### src/rtl/compare_arbiter_if.sv
// Request/response bundle between the requesting FSMs and the shared compare arbiter.
// Operands for requester i sit at bits [4i+3:4i] of a_bus/b_bus.
interface compare_arbiter_if #(
   parameter int unsigned NUM_REQ = 4,
   parameter int unsigned CNT_W   = 8
);
   localparam int unsigned PtrW = $clog2(NUM_REQ);

   logic [NUM_REQ-1:0]   req;
   logic [4*NUM_REQ-1:0] a_bus;
   logic [4*NUM_REQ-1:0] b_bus;
   logic [NUM_REQ-1:0]   grant;
   logic [NUM_REQ-1:0]   done;
   logic                 less;
   logic                 greater;
   logic                 equal;
   logic [PtrW-1:0]      rsp_id;
   logic                 busy;
   logic [CNT_W-1:0]     cmp_count;

   modport master (
      output req, a_bus, b_bus,
      input  grant, done, less, greater, equal, rsp_id, busy, cmp_count
   );

   modport slave (
      input  req, a_bus, b_bus,
      output grant, done, less, greater, equal, rsp_id, busy, cmp_count
   );
endinterface

### src/rtl/compare_arbiter.sv
// Round-robin arbiter sharing one 4-bit magnitude comparator between NUM_REQ requesters.
// One transaction takes three cycles: IDLE (select/latch), CMP (compare), DONE (respond).
module compare_arbiter #(
   parameter int unsigned NUM_REQ = 4,
   parameter int unsigned CNT_W   = 8
) (
   input  logic              clk,
   input  logic              rst,
   compare_arbiter_if.slave  bus
);
   localparam int unsigned PtrW = $clog2(NUM_REQ);

   typedef enum logic [1:0] {StIdle, StCmp, StDone} state_e;

   state_e               state_q, state_d;
   logic [PtrW-1:0]      ptr_q, ptr_d;
   logic [PtrW-1:0]      idx_q, idx_d;
   logic [3:0]           opa_q, opa_d;
   logic [3:0]           opb_q, opb_d;
   logic [NUM_REQ-1:0]   done_q, done_d;
   logic                 less_q, less_d;
   logic                 greater_q, greater_d;
   logic                 equal_q, equal_d;
   logic [PtrW-1:0]      rsp_id_q, rsp_id_d;
   logic [CNT_W-1:0]     cnt_q, cnt_d;

   logic                 sel_found;
   logic [PtrW-1:0]      sel_idx;
   logic [PtrW-1:0]      cand;
   logic [NUM_REQ-1:0]   idx_onehot;
   logic                 cmp_lt, cmp_gt, cmp_eq;

   // First pending request at or after the pointer, wrapping at NUM_REQ-1.
   always_comb begin
      sel_found = 1'b0;
      sel_idx   = '0;
      cand      = '0;
      for (int unsigned k = 0; k < NUM_REQ; k++) begin
         cand = PtrW'((32'(ptr_q) + k) % NUM_REQ);
         if (!sel_found && bus.req[cand]) begin
            sel_found = 1'b1;
            sel_idx   = cand;
         end
      end
   end

   // The shared comparator only ever sees the latched operands.
   assign cmp_lt = opa_q < opb_q;
   assign cmp_gt = opa_q > opb_q;
   assign cmp_eq = opa_q == opb_q;

   assign idx_onehot = NUM_REQ'(1) << idx_q;

   always_comb begin
      state_d   = state_q;
      ptr_d     = ptr_q;
      idx_d     = idx_q;
      opa_d     = opa_q;
      opb_d     = opb_q;
      done_d    = '0;
      less_d    = 1'b0;
      greater_d = 1'b0;
      equal_d   = 1'b0;
      rsp_id_d  = '0;
      cnt_d     = cnt_q;
      unique case (state_q)
         StIdle: begin
            if (sel_found) begin
               idx_d   = sel_idx;
               opa_d   = bus.a_bus[{sel_idx, 2'b00} +: 4];
               opb_d   = bus.b_bus[{sel_idx, 2'b00} +: 4];
               state_d = StCmp;
            end
         end
         StCmp: begin
            done_d    = idx_onehot;
            less_d    = cmp_lt;
            greater_d = cmp_gt;
            equal_d   = cmp_eq;
            rsp_id_d  = idx_q;
            ptr_d     = (idx_q == PtrW'(NUM_REQ - 1)) ? '0 : idx_q + 1'b1;
            cnt_d     = (&cnt_q) ? cnt_q : cnt_q + 1'b1;
            state_d   = StDone;
         end
         StDone: state_d = StIdle;
         default: state_d = StIdle;
      endcase
   end

   always_ff @(posedge clk) begin
      if (rst) begin
         state_q   <= StIdle;
         ptr_q     <= '0;
         idx_q     <= '0;
         opa_q     <= '0;
         opb_q     <= '0;
         done_q    <= '0;
         less_q    <= 1'b0;
         greater_q <= 1'b0;
         equal_q   <= 1'b0;
         rsp_id_q  <= '0;
         cnt_q     <= '0;
      end else begin
         state_q   <= state_d;
         ptr_q     <= ptr_d;
         idx_q     <= idx_d;
         opa_q     <= opa_d;
         opb_q     <= opb_d;
         done_q    <= done_d;
         less_q    <= less_d;
         greater_q <= greater_d;
         equal_q   <= equal_d;
         rsp_id_q  <= rsp_id_d;
         cnt_q     <= cnt_d;
      end
   end

   assign bus.busy      = (state_q != StIdle);
   assign bus.grant     = (state_q != StIdle) ? idx_onehot : '0;
   assign bus.done      = done_q;
   assign bus.less      = less_q;
   assign bus.greater   = greater_q;
   assign bus.equal     = equal_q;
   assign bus.rsp_id    = rsp_id_q;
   assign bus.cmp_count = cnt_q;
endmodule
### src/flat_wrapper.sv
// flat-port wrapper written by rule: the top's interface ports become plain ports
module compare_arbiter_flat 
#(
   parameter int unsigned NUM_REQ = 4,
   parameter int unsigned CNT_W   = 8
)
  (clk, rst, bus_req, bus_a_bus, bus_b_bus, bus_grant, bus_done, bus_less, bus_greater, bus_equal, bus_rsp_id, bus_busy, bus_cmp_count);
  compare_arbiter_if #(.NUM_REQ(NUM_REQ), .CNT_W(CNT_W)) bus_i ();
  input  logic clk;
  input  logic rst;
  input wire logic [$bits(bus_i.req)-1:0] bus_req;
  input wire logic [$bits(bus_i.a_bus)-1:0] bus_a_bus;
  input wire logic [$bits(bus_i.b_bus)-1:0] bus_b_bus;
  output wire logic [$bits(bus_i.grant)-1:0] bus_grant;
  output wire logic [$bits(bus_i.done)-1:0] bus_done;
  output wire logic [$bits(bus_i.less)-1:0] bus_less;
  output wire logic [$bits(bus_i.greater)-1:0] bus_greater;
  output wire logic [$bits(bus_i.equal)-1:0] bus_equal;
  output wire logic [$bits(bus_i.rsp_id)-1:0] bus_rsp_id;
  output wire logic [$bits(bus_i.busy)-1:0] bus_busy;
  output wire logic [$bits(bus_i.cmp_count)-1:0] bus_cmp_count;
  assign bus_i.req = bus_req;
  assign bus_i.a_bus = bus_a_bus;
  assign bus_i.b_bus = bus_b_bus;
  assign bus_grant = bus_i.grant;
  assign bus_done = bus_i.done;
  assign bus_less = bus_i.less;
  assign bus_greater = bus_i.greater;
  assign bus_equal = bus_i.equal;
  assign bus_rsp_id = bus_i.rsp_id;
  assign bus_busy = bus_i.busy;
  assign bus_cmp_count = bus_i.cmp_count;
  compare_arbiter #(.NUM_REQ(NUM_REQ), .CNT_W(CNT_W)) u_core (.clk(clk), .rst(rst), .bus(bus_i));
endmodule
### config.mk
export PLATFORM = sky130hd
export DESIGN_NAME = compare_arbiter_flat
export DESIGN_NICKNAME = d
export VERILOG_FILES = /design/src/rtl/compare_arbiter_if.sv /design/src/rtl/compare_arbiter.sv /design/src/flat_wrapper.sv
export SDC_FILE = /design/constraint.sdc
export NUM_CORES = 1
export LEC_CHECK = 0
export BUFFER_PORTS_ARGS = -buffer_cell sky130_fd_sc_hd__buf_2
export CAP_MARGIN = 20
export CORE_MARGIN = 2
export CORE_UTILIZATION = 30
export DETAILED_ROUTE_END_ITERATION = 6
export GPL_ROUTABILITY_DRIVEN = 0
export PLACE_DENSITY = 0.59
export RECOVER_POWER = 50
export SETUP_SLACK_MARGIN = 0.2
export SYNTH_ARGS = -nofsm -noshare
export SYNTH_HDL_FRONTEND = slang
export SYNTH_SLANG_ARGS = --single-unit
### constraint.sdc
create_clock -name clk -period 2.1 [get_ports clk]
set_clock_uncertainty 0.2 [all_clocks]
set_input_delay 0.21 -clock clk [delete_from_list [all_inputs] [get_ports clk]]
set_output_delay 0.21 -clock clk [all_outputs]
set_load 0.01 [all_outputs]
==> results.yml, run 1 <==
run:
  max_cap_viol_count: 0
setup_path:
  cp_slowest_cell: "dfxtp_2"
  critPathLaunchType: "flip-flop"
  critPathMostFrequentCell: "a221o_1"
  crit_chain: "o21bai_1 > a221o_1 > nand2_4 > mux2_4 > a221o_1"
  slowest_delay_ns: 0.33
  crit_fanout: 8
  r2r_slack_ns: 0.21
  worstSetupPathType: "flip-flop to flip-flop"
  cp.required_ns: 2.07
  path_buf_inv: 0
  critPathTopFamily: "compound AO/OA/AOI/OAI gates"
  critical_path_arrival_ns: 1.86
  cp-end-kind: "flip-flop"
detailed_routing:
  dr.pass1.iters: 4
  ant_nets: 0
  wl_um: 3820
  dr.first_iter.drc_count: 53
  num_vias: 1463
  detail_route.vias_per_cell: 4.60
  drc_errors: 0
  drt-wirelength-per-cell_um: 12.0
logic_synthesis:
  synth_fa_ha_area_share_pct: 6.99
  synth_top_family_by_area: "compound AO/OA/AOI/OAI gates"
  synth_compound_area_share_pct: 21.7
  async_reset_ff_share_pct: 0
  yosys_warnings: 0
  synth.distinct_cells: 32
  synthCells: 176
  synth_xor_area_share_pct: 3.26
  synth_nets: 223
  synth_area_leader_cell: "dfxtp_1"
  synth_ff_type: "dfxtp_1"
  synth_top_cells_by_area: "dfxtp_1 39%, ha_1 7.0%, a221o_1 6.2%"
  synth.ff_latch_count: 31
  synth_edf_count: 0
  muxShareOfSynthArea_pct: 6.22
  synth_area_per_cell_um2: 9.15
  yosys.area_share.simple_pct: 19.4
  ys_seq_area_share_pct: 38.5
  synth_area_um2: 1610
  synth_top_cell_area_share_pct: 38.5
cells_and_area:
  syn_to_final_growth_pct: 34.3
  seq_area_um2: 623
  nets: 294
  nFillCells: 554
  layout_commonest_cell: "buf_2"
  antenna_cells: 0
  layout_common_cells: "42 x buf_2, 29 x dfxtp_1, 19 x clkbuf_1"
  fin_area_um2: 2160
  multi_input_comb_area_um2: 957
  drive_gt1_share_pct: 30.2
timing:
  hold_violations: 0
  rsz0062_at_grt: "yes"
  worst_pin_slew_ns: 0.533
  min_period_ns: 1.89
  fmax_mhz: 529
  slew_violations: 0
  relSlewSlack_pct: 64.0
  hold_slack_ns: 0.0819
  finalSetupViolCount: 0
  fin_setup_tns_ns: 0
  period_share_pct: 90.0
global_routing:
  grt_max_degree: 20
  overflow: 0
  gr-usage-all-layers_pct: 13.3
  grt_pass1_vias: 1347
  antenna_found_initial: 0
  grt_pass1_wl_um: 6300
clock_network:
  cts_sinks: 31
  clk_latency_ns: 0.28
  cts.clk_slew.worst_paths_ns: 0.07
  htreeDepth: 2
  cts_tree: "built"
  clock-root-buffer: "clkbuf_8"
  postCtsHoldBufs: 0
  cts_made_buffers: 5
  clock_path_buffers: 2
die:
  rows: 26
  die_height_um: 77.3
  start_util_pct: 31.3
  core_um2: 5140
  dieWidth_um: 77.3
  io_pins: 60
  die-area_um2: 5970
outcome:
  outcome: "finished clean"
worst_hold_path:
  hold_path.class: "input pin to flip-flop"
power:
  finalPower_w: 0.00152
  power.leakage_nw: 0.943
  power_density_nw_per_um2: 704
  peakVddDrop_v: 0.000231
placed_design:
  port_buffers: 59
  dpl_cell_area_um2: 2030
  dpl.hpwl_um: 2870
[synthesized netlist by cell type (all sizes together), types with 2 or more instances]
master,instances
a21oi,10
and3,9
and2,5
nand3,2
dfxtp,31
nor2,14
nor2b,7
nor3,7
xnor2,5
o21a,9
a221o,10
ha,9
mux2,8
a21boi,8
nand2,9
clkbuf,4
o21ai,5
inv,11
nand4,2
nand2b,3
[logic make-up (layout without fill, tap and decap cells)]
group	Yosys count	in the layout
simple gates	59	59
compound gates	46	46
fa+ha+maj	9	9
mux	9	9
xor+xnor	6	6
buf+inv	16	88
flops	31	31
[area by class of cell]
cell class	count	area share [%]
multi-input combinational	129	44.3
sequential	31	28.8
timing repair buffer	69	16.3
clock buffer	8	4.63
tap	70	4.05
inverter	11	1.91
[repair_timing]
item,in CTS,in global routing
endpoints found under the setup margin,8,9
pin swaps,10,2
cloned,0,0
resized for setup,14,1
setup buffers,1,1
[report_power, final]
group	total [W]	internal [W]	switching [W]
clock network	0.000513	0.000299	0.000215
registers	0.000664	0.000633	0.0000313
logic	0.000345	0.000176	0.000169
[sequential cells by signal, summed over array words and instances (netlist names)]
register              cells
u_core.bus.done           4
u_core.bus.rsp_id         2
u_core.bus.less           1
u_core.opb_q              4
u_core.bus.cmp_count      8
u_core.idx_q              2
u_core.state_q            2
u_core.bus.equal          1
u_core.ptr_q              2
u_core.bus.greater        1
u_core.opa_q              4
[worst register-to-register path: stages, from the launching register on]
cell	delay, ns
dfxtp_2	0.33
o21bai_1	0.14
a221o_1	0.32
nand2_4	0.17
mux2_4	0.32
a221o_1	0.29
[through the flow]
stage	util, %	instances	setup WS (ns)
2_1_floorplan	-	176	0.183
3_3_place_gp	39.6	308	0.174
3_5_place_dp	39.6	308	0.137
4_1_cts	42.6	317	0.206
5_1_grt	42.1	318	0.143
6_report	42.1	318	0.210
[path summary, 6_finish.rpt]
kind                                               from                 endpoint  depth (start not counted)
worst max register to register          u_core.ptr_q[1]          u_core.opb_q[0]                          5
worst min register to register  u_core.bus.cmp_count[1]  u_core.bus.cmp_count[1]                          2
worst min-delay path                       bus_a_bus[2]          u_core.opa_q[2]                          3
worst max-delay path                    u_core.ptr_q[1]          u_core.opb_q[0]                          5
[routing by layer]
metal | vias to the layer above | part of all wire [%] | track usage (%)
li1 | 772 | - | -
met1 | 646 | 51 | 17.8
met2 | 39 | 43 | 20.0
met3 | 6 | 5.1 | 3.41
met4 | 0 | 1.5 | 5.89
met5 | - | 0 | 0
No activity file was read; power rests on OpenSTA's default activity.
==> inputs of run 2 (changes only) <==
--- a/config.mk
+++ b/config.mk
@@ -9,10 +9,12 @@
 export CAP_MARGIN = 20
 export CORE_MARGIN = 2
 export CORE_UTILIZATION = 30
+export CTS_BUF_LIST = sky130_fd_sc_hd__clkbuf_8 sky130_fd_sc_hd__clkbuf_16
+export CTS_CLUSTER_DIAMETER = 100
 export DETAILED_ROUTE_END_ITERATION = 6
 export GPL_ROUTABILITY_DRIVEN = 0
 export PLACE_DENSITY = 0.59
-export RECOVER_POWER = 50
+export RECOVER_POWER = 25
 export SETUP_SLACK_MARGIN = 0.2
 export SYNTH_ARGS = -nofsm -noshare
 export SYNTH_HDL_FRONTEND = slang
==> run 2 against run 1 <==
Sequential cell count unchanged. Die area stayed put. Sequential share of layout area fell by 0.22 points. Sequential power is essentially flat. Clock power is 1% lower. Clock-buffer cell count down 1. Global-route usage unchanged. Worst setup slack improved by 0.0048 ns. Highest routed layer unchanged.
==> results.yml, run 2 (synthesized netlist as in run 1, its figures left out) <==
worst_hold_path:
  min-delay-start: "bus_a_bus[2]"
  hold_path.class: "input pin to flip-flop"
  min_path_cells: 3
  hold_end: "u_core.opa_q[2]"
die:
  io_pins: 60
  rows: 26
  start_util_pct: 31.3
  core_um2: 5140
  die_height_um: 77.3
  die-area_um2: 5970
  dieWidth_um: 77.3
clock_network:
  cts_tree: "built"
  postCtsHoldBufs: 0
  clk_latency_ns: 0.28
  htreeDepth: 2
  cts.clk_slew.worst_paths_ns: 0.07
  cts_made_buffers: 5
  clock_path_buffers: 2
  cts_sinks: 31
  clock-root-buffer: "clkbuf_8"
detailed_routing:
  wl_um: 3790
  drc_errors: 0
  dr.pass1.iters: 4
  dr.first_iter.drc_count: 45
  ant_nets: 0
  detail_route.vias_per_cell: 4.61
  drt-wirelength-per-cell_um: 11.9
  num_vias: 1466
cells_and_area:
  layout_common_cells: "49 x buf_2, 29 x dfxtp_1, 13 x nor2_1"
  multi_input_comb_area_um2: 965
  seq_area_um2: 623
  syn_to_final_growth_pct: 35.3
  largest_reg_flops: 8
  drive_gt1_share_pct: 33.5
  nFillCells: 553
  nets: 294
  antenna_cells: 0
  layout_commonest_cell: "buf_2"
global_routing:
  overflow: 0
  antenna_found_initial: 0
  gr-usage-all-layers_pct: 13.3
  grt_pass1_wl_um: 6300
  grt_max_degree: 20
  grt_pass1_vias: 1347
setup_path:
  crit_fanout: 8
  r2r_slack_ns: 0.22
  path_buf_inv: 0
  critical_path_arrival_ns: 1.85
  reg2reg_depth: 5
  crit_chain: "o21bai_1 > a221o_1 > nand2_4 > mux2_4 > a221o_1"
  worstSetupPathType: "flip-flop to flip-flop"
  cp_slowest_cell: "dfxtp_2"
  critPathMostFrequentCell: "a221o_1"
  cp.required_ns: 2.07
  slowest_delay_ns: 0.33
  critPathTopFamily: "compound AO/OA/AOI/OAI gates"
  r2r_end: "u_core.opb_q[0]"
  critPathLaunchType: "flip-flop"
  cp-end-kind: "flip-flop"
  reg2reg_from: "u_core.ptr_q[1]"
run:
  max_cap_viol_count: 0
timing:
  slew_violations: 0
  hold_slack_ns: 0.0817
  hold_violations: 0
  min_period_ns: 1.88
  period_share_pct: 89.8
  fin_setup_tns_ns: 0
  rsz0062_at_grt: "yes"
  worst_pin_slew_ns: 0.355
  fmax_mhz: 531
  relSlewSlack_pct: 76.1
  finalSetupViolCount: 0
power:
  finalPower_w: 0.00152
  power_density_nw_per_um2: 698
  peakVddDrop_v: 0.000232
  power.leakage_nw: 0.981
outcome:
  outcome: "finished clean"
placed_design:
  dpl.hpwl_um: 2870
  port_buffers: 59
==> run 2: cell count changes in the layout (fill, tap and decap cells not counted) <==
cell	change
buf_2	+7
clkbuf_1	-8
inv_1	+1
o41ai_1	-1
o41ai_2	+1
==> run 2: worst max path at each step <==
| stage | cells past startpoint | endpoint | slack (ns) | start |
|---|---|---|---|---|
| after detailed placement | 5 | u_core.opb_q[0] | 0.14 | u_core.ptr_q[1] |
| final | 5 | u_core.opb_q[0] | 0.22 | u_core.ptr_q[1] |
| after global routing | 5 | u_core.opb_q[3] | 0.14 | u_core.ptr_q[1] |
| after floorplan | 5 | u_core.opa_q[0] | 0.18 | u_core.ptr_q[1] |
| after global placement | 6 | u_core.opb_q[0] | 0.17 | bus_req[3] |
| after CTS | 5 | u_core.opb_q[3] | 0.21 | u_core.ptr_q[0] |
==> run 2: cell type report <==
class / instances / area share, %
Tap cell: 70 / 4.02
Sequential cell: 31 / 28.6
Multi-Input combinational cell: 129 / 44.3
Inverter: 11 / 1.90
Clock buffer: 7 / 4.42
Timing Repair Buffer: 69 / 16.6
Clock inverter: 1 / 0.172
==> run 2: through the flow <==
| stage | instance area (µm²) | util [%] | worst slack, ns | std cells |
|---|---|---|---|---|
| finish | 2180 | 42.4 | 0.215 | 318 |
| global route | 2180 | 42.4 | 0.143 | 318 |
| CTS | 2190 | 42.6 | 0.206 | 317 |
| detailed placement | 2030 | 39.6 | 0.137 | 308 |
| global placement | 2030 | 39.6 | 0.174 | 308 |
| floorplan | 1610 | - | 0.183 | 176 |
==> run 2: repair_timing <==
| item | in CTS | in global routing |
|---|---|---|
| pin swaps | 10 | 2 |
| resized for setup | 14 | 1 |
| setup endpoints to repair | 8 | 9 |
| cloned | 0 | 0 |
| setup buffers | 1 | 1 |
| hold endpoints to repair | 0 | 0 |
==> run 2: report_power, final <==
part	internal, W	total [W]	switching, W
logic	0.000178	0.000348	0.000170
registers	0.000633	0.000664	0.0000310
clock network	0.000294	0.000508	0.000215
==> run 2: per-layer routing <==
layer / track usage [%] / up-vias / part of all wire, %
met1: 17.8 / 650 / 50
met2: 20.0 / 40 / 43
li1: - / 770 / -
met4: 5.89 / 0 / 1.6
met5: 0 / - / 0
met3: 3.41 / 6 / 5.2
==> run 2: worst min-delay path, stage by stage <==
cell     delay, ns
buf_2         0.08
mux2_4        0.13
a221o_1       0.11
